`src/rtl/seg7_pkg.sv`:
```
// rtl/seg7_pkg.sv - segment glyphs, checker state encoding and sequence helper
package seg7_pkg;

    typedef logic [6:0] seg7_t;

    localparam seg7_t SEG7_GLYPH_0 = 7'h3F;
    localparam seg7_t SEG7_GLYPH_1 = 7'h06;
    localparam seg7_t SEG7_GLYPH_2 = 7'h5B;
    localparam seg7_t SEG7_GLYPH_3 = 7'h4F;
    localparam seg7_t SEG7_GLYPH_4 = 7'h66;
    localparam seg7_t SEG7_GLYPH_5 = 7'h6D;
    localparam seg7_t SEG7_GLYPH_6 = 7'h7D;
    localparam seg7_t SEG7_GLYPH_7 = 7'h07;
    localparam seg7_t SEG7_GLYPH_8 = 7'h7F;
    localparam seg7_t SEG7_GLYPH_9 = 7'h6F;
    localparam seg7_t SEG7_GLYPH_A = 7'h77;
    localparam seg7_t SEG7_GLYPH_B = 7'h7C;
    localparam seg7_t SEG7_GLYPH_C = 7'h39;
    localparam seg7_t SEG7_GLYPH_D = 7'h5E;
    localparam seg7_t SEG7_GLYPH_E = 7'h79;
    localparam seg7_t SEG7_GLYPH_F = 7'h71;
    localparam seg7_t SEG7_BLANK   = 7'h00;

    typedef enum logic {ST_IDLE, ST_LOCKED} seg7_state_t;

    // Successor in the counter's wrapping sequence; anything at or past the top wraps to 0.
    function automatic logic [3:0] seg7_next(input logic [3:0] d, input logic [3:0] max_digit);
        return (d >= max_digit) ? 4'd0 : d + 4'd1;
    endfunction

endpackage

```
`src/rtl/seg7_pattern_decoder.sv`:
```
// rtl/seg7_pattern_decoder.sv - combinational 7-segment pattern to hex digit decode
module seg7_pattern_decoder
    import seg7_pkg::*;
(
    input  seg7_t       pattern,
    output logic        hit,
    output logic        is_blank,
    output logic [3:0]  digit
);

    always_comb begin
        hit      = 1'b1;
        digit    = 4'h0;
        is_blank = (pattern == SEG7_BLANK);
        case (pattern)
            SEG7_GLYPH_0: digit = 4'h0;
            SEG7_GLYPH_1: digit = 4'h1;
            SEG7_GLYPH_2: digit = 4'h2;
            SEG7_GLYPH_3: digit = 4'h3;
            SEG7_GLYPH_4: digit = 4'h4;
            SEG7_GLYPH_5: digit = 4'h5;
            SEG7_GLYPH_6: digit = 4'h6;
            SEG7_GLYPH_7: digit = 4'h7;
            SEG7_GLYPH_8: digit = 4'h8;
            SEG7_GLYPH_9: digit = 4'h9;
            SEG7_GLYPH_A: digit = 4'hA;
            SEG7_GLYPH_B: digit = 4'hB;
            SEG7_GLYPH_C: digit = 4'hC;
            SEG7_GLYPH_D: digit = 4'hD;
            SEG7_GLYPH_E: digit = 4'hE;
            SEG7_GLYPH_F: digit = 4'hF;
            default:      hit   = 1'b0;
        endcase
    end

endmodule

```
`config.mk`:
```
export PLATFORM = sky130hd
export DESIGN_NAME = seg7_pattern_decoder
export DESIGN_NICKNAME = d
export VERILOG_FILES = /design/src/rtl/seg7_pkg.sv /design/src/rtl/seg7_pattern_decoder.sv
export SDC_FILE = /design/constraint.sdc
export NUM_CORES = 1
export LEC_CHECK = 0
export BUFFER_PORTS_ARGS = -buffer_cell sky130_fd_sc_hd__buf_2
export CAP_MARGIN = 0
export CORE_AREA = 2 2 39 41
export DETAILED_ROUTE_END_ITERATION = 10
export DIE_AREA = 0 0 41 43
export PLACE_DENSITY_LB_ADDON = 0.12
export SYNTH_ARGS = -nofsm -noshare
export SYNTH_HDL_FRONTEND = slang
export SYNTH_SLANG_ARGS = --single-unit
```
`constraint.sdc`:
```
create_clock -name vclk -period 3.3
set_clock_uncertainty 0.05 [all_clocks]
set_input_delay 0.825 -clock vclk [all_inputs]
set_output_delay 0.825 -clock vclk [all_outputs]
set_load 0.02 [all_outputs]
```
---- Word level (Yosys, flattened, before mapping) ----
Index checks and enable logic that the tools add are counted.
cells by class
  equality and inequality tests ........... 16
  reduce and logical (&&, ||, !) cells .... 2
  mux-type cells .......................... 2
operators by type and width
  operator                                              number
  equality test 7 bit (second input constant)           12
  one-hot mux 4 bit (15 select lines)                   1
  OR reduction 16 bit                                   1
  equality test 7 x 3 -> 1 bit (second input constant)  2
  equality test 7 x 6 -> 1 bit (second input constant)  2
  zero test 7 bit                                       1
  two-way mux 1 bit                                     1
word-level totals
  logic and storage cells ................. 20
  input bits .............................. 7
  output and inout port bits .............. 6
  register bits after elaboration ......... 0

---- Logic depth before layout (Yosys ltp) ----
Gate-level depths: netlist of run 1.
  depth in word-level cells ............... 3
  mapped depth ............................ 5
  depth with buffers taken out ............ 4

---- Least setup slack after synthesis of run 1 ----
No wires, ideal clock.
  path kind ............................... input-to-output
  start ................................... input port pattern[5]
  end ..................................... output port digit[0]
  arrival time ............................ 1.883 ns
  required time ........................... 2.425 ns
  cell stages on the path ................. 4
  setup slack ............................. 0.542 ns
  buffers on the path ..................... 1
  path through ............................ buf_6 > or3_1 > o22a_1 > o22ai_1
between the ends
  longest elaborated chain between the ends .. 2
  elaborated cells on any way between the ends .. 16
  those cells by class .................... 15 x eq/ne; 1 x mux
ends and longest elaborated chain
  element                                            line                        RTL
  start, declared                                    seg7_pattern_decoder.sv:5   input seg7_t pattern,
  equality test 7 bit, or another cell as far along  seg7_pattern_decoder.sv:15  case (pattern)
  one-hot mux 4 bit (15 select lines) (*)            seg7_pattern_decoder.sv:15
  end, declared                                      seg7_pattern_decoder.sv:8   output logic [3:0] digit
Every way passes the cells marked *; elsewhere a longest branch is shown, timed or not.

---- Final worst setup path of run 1 ----
  start ................................... input port pattern[1]
  end ..................................... output port hit
between the ends
  longest elaborated chain between the ends .. 3
  elaborated cells on any way between the ends .. 18
  those cells by class .................... 16 x eq/ne; 1 x mux; 1 x reduce/logical
ends and longest elaborated chain
  element                                            line                        RTL
  equality test 7 bit, or another cell as far along  seg7_pattern_decoder.sv:15
  OR reduction 16 bit (no source line) (*)           --
  two-way mux 1 bit (*)                              seg7_pattern_decoder.sv:15
  end, declared                                      seg7_pattern_decoder.sv:6   output logic hit,
Marked as above.

==> impl_metrics.csv, run 1 <==
group,metric,value,unit
outcome,status,"complete, no violations",
cts,hold_buffers,0,
sta,setup_viol,0,
die,die_area,0.001763,mm^2
placed_design,place.gp.congestion,0.6914,
worst_setup_path,start_kind,"primary input",
worst_hold_path,min-delay-start,"pattern[6]",
detailed_routing,wl_per_cell,12.66,um
worst_setup_path,crit_type,"primary input to primary output",
detailed_routing,routed_via_density,5.776,
placed_design,dp_slack,0.3137,ns
logic_synthesis,yosysWarnings,0,
sta,slew_headroom,76.40,%
placed_design,hpwl,661.3,um
logic_synthesis,syn_nets,61,
cts,postCtsSetupRepairBufs,0,
logic_synthesis,yosys.area.top_type_share,6.081,%
worst_setup_path,worstPathRequired,2.42,ns
placed_design,port_buffers,13,
detailed_routing,wirelength,962,um
cells_and_area,antenna_cells,0,
pwr,pwr-share-clk,0,%
cells_and_area,seq_cell_count,0,
worst_hold_path,hold_class,"primary input to primary output",
pwr,power_switching_share,63.96,%
sta,finalCritPeriodShare,90.56,%
pwr,leakage,0.1480,nW
sta,rsz0062_at_grt,"no",
detailed_routing,dr.pass1.iters,3,
worst_hold_path,holdPathStages,4,
global_route,grt_pass1_wl,1476,um
cells_and_area,clock_buffers,0,
run,drv_cap,0,
logic_synthesis,syn_inst,54,
global_route,grtUsageTotal,10.99,%
detailed_routing,drtIter0Drc,10,
cells_and_area,fin_nets,69,
sta,setup_slack,0.3116,ns
global_route,grt_antenna_before_repair,0,
sta,fin_crit,2.988,ns
detailed_routing,ant_nets,0,
sta,tightest_slew,0.3491,ns
cells_and_area,n_fill_cell,164,
sta,holdWs,2.068,ns
sta,max_freq,0.3346,GHz
die,initial_core_util,26.76,%
pwr,p_switching,0.02735,mW
die,dieWidth,41,um
cts,cts_resized,0,
worst_setup_path,worstPathArrival,2.11,ns
global_route,grt_pass1_vias,332,
die,die_h,43,um
detailed_routing,vias,439,
pwr,combPwrFrac,100.0,%
worst_setup_path,cp_max_fo,17,
logic_synthesis,synth.distinct_cells,34,
cells_and_area,area_delta_synth_final,9.460,%
logic_synthesis,synth_seq_area_share,0,%
pwr,p_seq_share,0,%
pwr,fin_total_pwr,0.04276,mW
cells_and_area,drive_gt1_share,23.33,%
worst_setup_path,end_kind,"primary output",
worst_hold_path,holdPathEnd,"digit[3]",
detailed_routing,drc,0,
sta,fin_tns_setup,0,ns
cells_and_area,area.sequential,0,um^2
global_route,gr-total-overflow,0,
cells_and_area,final_common_cell,"buf_2",
cells_and_area,multi_input_area,312.8,um^2
die,rows,14,
die,pin_count,13,
logic_synthesis,syn_avg_cell_area,6.858,um^2
die,core,0.001384,mm^2
sta,final_max_slew_viol_count,0,
pwr,ir_drop,0.00003605,V
logic_synthesis,yosys.area.top_type,"buf_6",
pwr,internal_power,0.01541,mW
pwr,p_per_area,105.5,mW/mm^2
logic_synthesis,ys_top_cells_by_area,"buf_6 6.1%, nor3b_1 6.1%, o211ai_1 6.1%, buf_2 5.4%, nor4b_1 4.7%",
global_route,grt_max_degree,18,
logic_synthesis,synth_area,370.4,um^2
sta,final_hold_viol_count,0,
## how the worst max path moves through the flow
stage / from / to / slack [ns] / depth (start not counted)
finish: pattern[1] / hit / 0.31 / 6
global route: pattern[1] / hit / 0.23 / 6
CTS: pattern[1] / hit / 0.31 / 6
detailed placement: pattern[1] / hit / 0.31 / 6
global placement: pattern[1] / hit / 0.32 / 6
floorplan: pattern[5] / digit[0] / 0.54 / 4
## cells in the mapped netlist, drive strengths merged, types with 2 or more instances
cell	instances
o21ai	2
nor4b	2
nand2	3
inv	2
or3b	2
o2111ai	2
o211ai	3
nor3b	3
nor3	2
buf	7
a21oi	3
nand3	3
a31oi	2
## worst max-delay path: stages
cell and delay (ns):
buf_2 0.24, and4b_1 0.23, a22o_1 0.21, a311oi_2 0.32
nand4_1 0.12, buf_2 0.17
## stage by stage
| stage | area [um^2] | cells | util [%] |
|---|---|---|---|
| 2_1_floorplan | 370.4 | 54 | - |
| 3_5_place_dp | 405.4 | 76 | 29.29 |
| 3_3_place_gp | 405.4 | 76 | 29.29 |
| 4_1_cts | 405.4 | 76 | 29.29 |
| 5_1_grt | 405.4 | 76 | 29.29 |
| 6_report | 405.4 | 76 | 29.29 |
## per-layer routing
metal	global-route usage (%)	share of wire, %	vias to the layer above
li1	-	-	229
met1	19.30	54	205
met2	15.31	44	5
met3	0	1.7	0
met4	0	0	0
met5	0	0	-
## cell type report
| class | instances | share of cell area, % |
|---|---|---|
| tap | 16 | 4.938 |
| multi-input combinational | 45 | 77.16 |
| inverter | 2 | 1.852 |
| timing repair buffer | 13 | 16.05 |
## power by group through the flow
stage	clock network [mW]	logic [mW]	registers, mW
floorplan	0	0.0334	0
global placement	0	0.0430	0
detailed placement	0	0.0427	0
CTS	0	0.0427	0
global route	0	0.0468	0
finish	0	0.0428	0
## logic make-up after synthesis
family,count (synthesis),share of synthesized area (%)
compound gates,18,35.47
simple gates,26,46.63
buf+inv,9,15.54
xor+xnor,1,2.365
Note: power is estimated with default switching activity, not from simulation.
==> inputs of run 2 (changes only) <==
Settings changed: GPL_TIMING_DRIVEN from default to 0.
==> run 2 against run 1 <==
  * Power grew 12%
  * Critical path depth is 1 higher
  * Die area stayed put
  * Combinational power rose by 12%
  * Worst hold slack worse by 0.064 ns
  * Routed wire length increased by 1.7%
  * Global-route usage grew 0.70 points
  * Utilization increased by 3.3 points
  * Fmax increased by 1.6%
  * Design area grew 11%
  * Critical path type unchanged
  * First-iteration DRC count increased by 60%
==> impl_metrics.csv, run 2 (same netlist as run 1, synthesis figures left out) <==
group,metric,value,unit
die,initial_core_util,26.76,%
worst_setup_path,start_kind,"primary input",
sta,setup_viol,0,
cells_and_area,final_area,450.4,um^2
worst_setup_path,crit_type,"primary input to primary output",
global_route,grt_pass1_wl,1559,um
sta,finalCritPeriodShare,89.13,%
cells_and_area,stdcell_count,82,
detailed_routing,wirelength,978,um
cts,hold_buffers,0,
global_route,grtUsageTotal,11.69,%
worst_setup_path,cp_slowest_cell,"or3_1",
worst_setup_path,max_stage_delay,0.40,ns
sta,final_hold_viol_count,0,
pwr,combPwrFrac,100.0,%
worst_setup_path,setup.worst_path.end,"hit",
pwr,leakage,0.1767,nW
die,die_h,43,um
global_route,use_met1,21.84,%
cells_and_area,multi_input_area,312.8,um^2
worst_setup_path,worst-path-buf-inv,3,
pwr,internal_power,0.01991,mW
global_route,grt_max_degree,11,
cells_and_area,fin_nets,75,
pwr,pwr-share-clk,0,%
pwr,power_switching_share,58.61,%
global_route,grt.busiest_layer,"met1",
sta,fin_crit,2.941,ns
sta,rsz0062_at_grt,"no",
cells_and_area,area.sequential,0,um^2
worst_setup_path,cp.depth,7,
placed_design,dpl-instance-area,450.4,um^2
detailed_routing,drc,0,
pwr,p_switching,0.02819,mW
worst_setup_path,end_kind,"primary output",
sta,fin_tns_setup,0,ns
detailed_routing,vias,454,
die,dieWidth,41,um
cts,postCtsSetupRepairBufs,0,
detailed_routing,routed_via_density,5.537,
cells_and_area,area_delta_synth_final,21.62,%
die,die_area,0.001763,mm^2
detailed_routing,dr.pass1.iters,4,
global_route,gr-total-overflow,0,
worst_setup_path,cp_max_fo,10,
detailed_routing,drtIter0Drc,16,
run,drv_cap,0,
worst_setup_path,crit_start,"pattern[5]",
die,core,0.001384,mm^2
detailed_routing,ant_nets,0,
global_route,use_met2,15.00,%
worst_setup_path,worstPathArrival,2.07,ns
worst_setup_path,crit_family,"simple AND/OR/NAND/NOR gates",
cells_and_area,drive_gt1_share,30.30,%
die,pin_count,13,
detailed_routing,wl_per_cell,11.93,um
cells_and_area,seq_cell_count,0,
worst_setup_path,worstPathRequired,2.42,ns
sta,final_max_slew_viol_count,0,
die,rows,14,
cts,cts_resized,0,
sta,max_freq,0.3400,GHz
placed_design,port_buffers,12,
global_route,grt_pass1_vias,337,
sta,slew_headroom,77.25,%
placed_design,placed_cells,82,
pwr,ir_drop,0.00003232,V
cells_and_area,n_fill_cell,159,
worst_setup_path,critPathMostFrequentCell,"buf_2",
placed_design,hpwl,721.2,um
pwr,p_per_area,106.8,mW/mm^2
global_route,grt_antenna_before_repair,0,
cells_and_area,antenna_cells,0,
pwr,p_seq_share,0,%
cells_and_area,final_common_cell,"buf_2",
worst_setup_path,cp_cell_sequence,"buf_2, buf_6, or3_1, o31ai_1, nand3_1, nand4_1, buf_2",
outcome,status,"complete, no violations",
global_route,met3_usage,0,%
sta,tightest_slew,0.3365,ns
worst_hold_path,hold_class,"primary input to primary output",
placed_design,place.gp.congestion,0.7683,
cells_and_area,clock_buffers,0,
pwr,fin_total_pwr,0.04810,mW
[run 2: layout make-up]
| class | instances | area share [%] |
|---|---|---|
| Buffer | 7 | 11.11 |
| Inverter | 2 | 1.667 |
| Multi-Input combinational cell | 45 | 69.44 |
| Tap cell | 16 | 4.444 |
| Timing Repair Buffer | 12 | 13.33 |
[run 2: tightest hold or removal path, cell delays in order]
cell and delay, ns:
buf_6 0.11, nand2_1 0.08, o21ai_1 0.06, buf_2 0.15
[run 2: worst min path at each step]
stage	from	end	slack, ns	cells past startpoint
6_report	pattern[6]	digit[3]	2.00	4
5_1_grt	pattern[6]	digit[3]	2.03	4
4_1_cts	pattern[6]	digit[3]	2.00	4
3_5_place_dp	pattern[6]	digit[3]	2.00	4
3_3_place_gp	pattern[6]	digit[3]	2.01	4
2_1_floorplan	pattern[4]	is_blank	1.82	2
[run 2: metal layers]
metal / part of all wire (%) / wire length [um] / vias up
met3: 2.5 / 24 / 0
li1: - / - / 242
met5: 0 / 0 / -
met2: 44 / 428 / 7
met1: 54 / 524 / 205
met4: 0 / 0 / 0
[run 2: per-stage QoR]
step                setup WS, ns  hold slack (ns)  util [%]
floorplan                 0.5419            1.818         -
global placement          0.3192            2.008     32.55
detailed placement        0.3600            2.005     32.55
CTS                       0.3597            2.004     32.55
global route              0.2684            2.030     32.55
finish                    0.3587            2.005     32.55
[run 2: power by group through the flow]
| stage | combinational, mW | sequential [mW] | clock [mW] |
|---|---|---|---|
| after floorplan | 0.0334 | 0 | 0 |
| final | 0.0481 | 0 | 0 |
| after global routing | 0.0527 | 0 | 0 |
| after detailed placement | 0.0477 | 0 | 0 |
| after CTS | 0.0480 | 0 | 0 |
| after global placement | 0.0486 | 0 | 0 |
==> inputs of run 3 (changes only) <==
Settings changed: PLACE_DENSITY_LB_ADDON 0.12 to default.
==> run 3 against run 2 <==
  * Sequential share of layout area unchanged
  * Utilization stayed put
  * Highest routed layer unchanged
  * Largest cell class unchanged
  * Routed wire length is 0.51% higher
  * Design area is the same
  * Fmax grew 0.57%
  * Largest power group unchanged
  * Global-route usage fell by 0.10 points
==> impl_metrics.csv, run 3 (same netlist as run 1, synthesis figures left out) <==
group,metric,value,unit
sta,max_freq,0.3419,GHz
global_route,grt_antenna_before_repair,0,
die,pin_count,13,
sta,finalCritPeriodShare,88.62,%
placed_design,place.gp.congestion,0.7890,
global_route,grt_max_degree,11,
detailed_routing,dr.pass1.iters,4,
cells_and_area,final_common_cell,"buf_2",
sta,fin_crit,2.925,ns
detailed_routing,met2_length,438,um
detailed_routing,routed-wl-met3,73,um
outcome,status,"complete, no violations",
cells_and_area,area.sequential,0,um^2
cts,postCtsSetupRepairBufs,0,
die,dieWidth,41,um
placed_design,hpwl,730.5,um
cells_and_area,area_delta_synth_final,21.62,%
sta,final_hold_viol_count,0,
worst_setup_path,worstPathRequired,2.42,ns
cts,hold_buffers,0,
global_route,grt_pass1_wl,1538,um
cells_and_area,fin_nets,75,
detailed_routing,routed_via_density,5.768,
die,rows,14,
global_route,grtUsageTotal,11.59,%
worst_setup_path,start_kind,"primary input",
cts,cts_resized,0,
cells_and_area,clock_buffers,0,
pwr,leakage,0.1767,nW
cells_and_area,seq_cell_count,0,
detailed_routing,vias,473,
worst_setup_path,end_kind,"primary output",
cells_and_area,fin_util,32.55,%
cells_and_area,drive_gt1_share,30.30,%
worst_hold_path,hold_class,"primary input to primary output",
die,initial_core_util,26.76,%
sta,setup_viol,0,
worst_setup_path,worstPathArrival,2.05,ns
detailed_routing,drc,0,
sta,slew_headroom,75.88,%
die,die_area,0.001763,mm^2
cells_and_area,multi_input_area,312.8,um^2
worst_setup_path,crit_type,"primary input to primary output",
global_route,gr-total-overflow,0,
detailed_routing,drtIter0Drc,5,
pwr,ir_drop,0.00004408,V
detailed_routing,wl_per_cell,11.99,um
sta,tightest_slew,0.3567,ns
cells_and_area,n_fill_cell,146,
placed_design,dp_slack,0.3736,ns
detailed_routing,wirelength,983,um
die,die_h,43,um
detailed_routing,ant_nets,0,
worst_setup_path,cp_max_fo,10,
cells_and_area,antenna_cells,0,
run,drv_cap,0,
pwr,p_per_area,106.5,mW/mm^2
sta,holdWs,2.010,ns
sta,setup_slack,0.3754,ns
sta,fin_tns_setup,0,ns
die,core,0.001384,mm^2
sta,rsz0062_at_grt,"no",
placed_design,port_buffers,12,
detailed_routing,highest_layer,"met3",
detailed_routing,wl_met1,471,um
sta,final_max_slew_viol_count,0,
global_route,grt_pass1_vias,345,
run 3: cell counts in the layout (fill, tap and decap cells not counted):
No cell type changed its count.
run 3: per-layer routing:
layer | vias up | track usage (%)
met5 | - | 0
met4 | 0 | 0
met3 | 0 | 0
met2 | 20 | 15.94
met1 | 208 | 20.57
li1 | 245 | -
run 3: power by group:
part / leakage [nW] / total [mW] / switching [mW] / internal, mW
logic: 0.177 / 0.0480 / 0.0281 / 0.0199
registers: 0 / 0 / 0 / 0
clock network: 0 / 0 / 0 / 0
total: 0.177 / 0.0480 / 0.0281 / 0.0199
run 3: cell type report:
type | count | area share [%]
multi-input combinational | 45 | 69.44
timing repair buffer | 12 | 13.33
buffer | 7 | 11.11
tap | 16 | 4.444
inverter | 2 | 1.667
run 3: critical path, cell delays in order:
cell	delay, ns
buf_2	0.11
buf_6	0.13
or3_1	0.40
o31ai_1	0.22
nand3_1	0.11
nand4_1	0.09
buf_2	0.16
run 3: metrics by stage:
step                instance area [um^2]  total power, mW  instances
global route                       450.4          0.05303         82
detailed placement                 450.4          0.04772         82
floorplan                          370.4          0.03342         54
finish                             450.4          0.04799         82
global placement                   450.4          0.04725         82
CTS                                450.4          0.04786         82
run 3: path summary, 6_finish.rpt:
| check | startpoint | endpoint | cells past startpoint |
|---|---|---|---|
| min | pattern[6] | digit[3] | 4 |
| max | pattern[5] | hit | 7 |
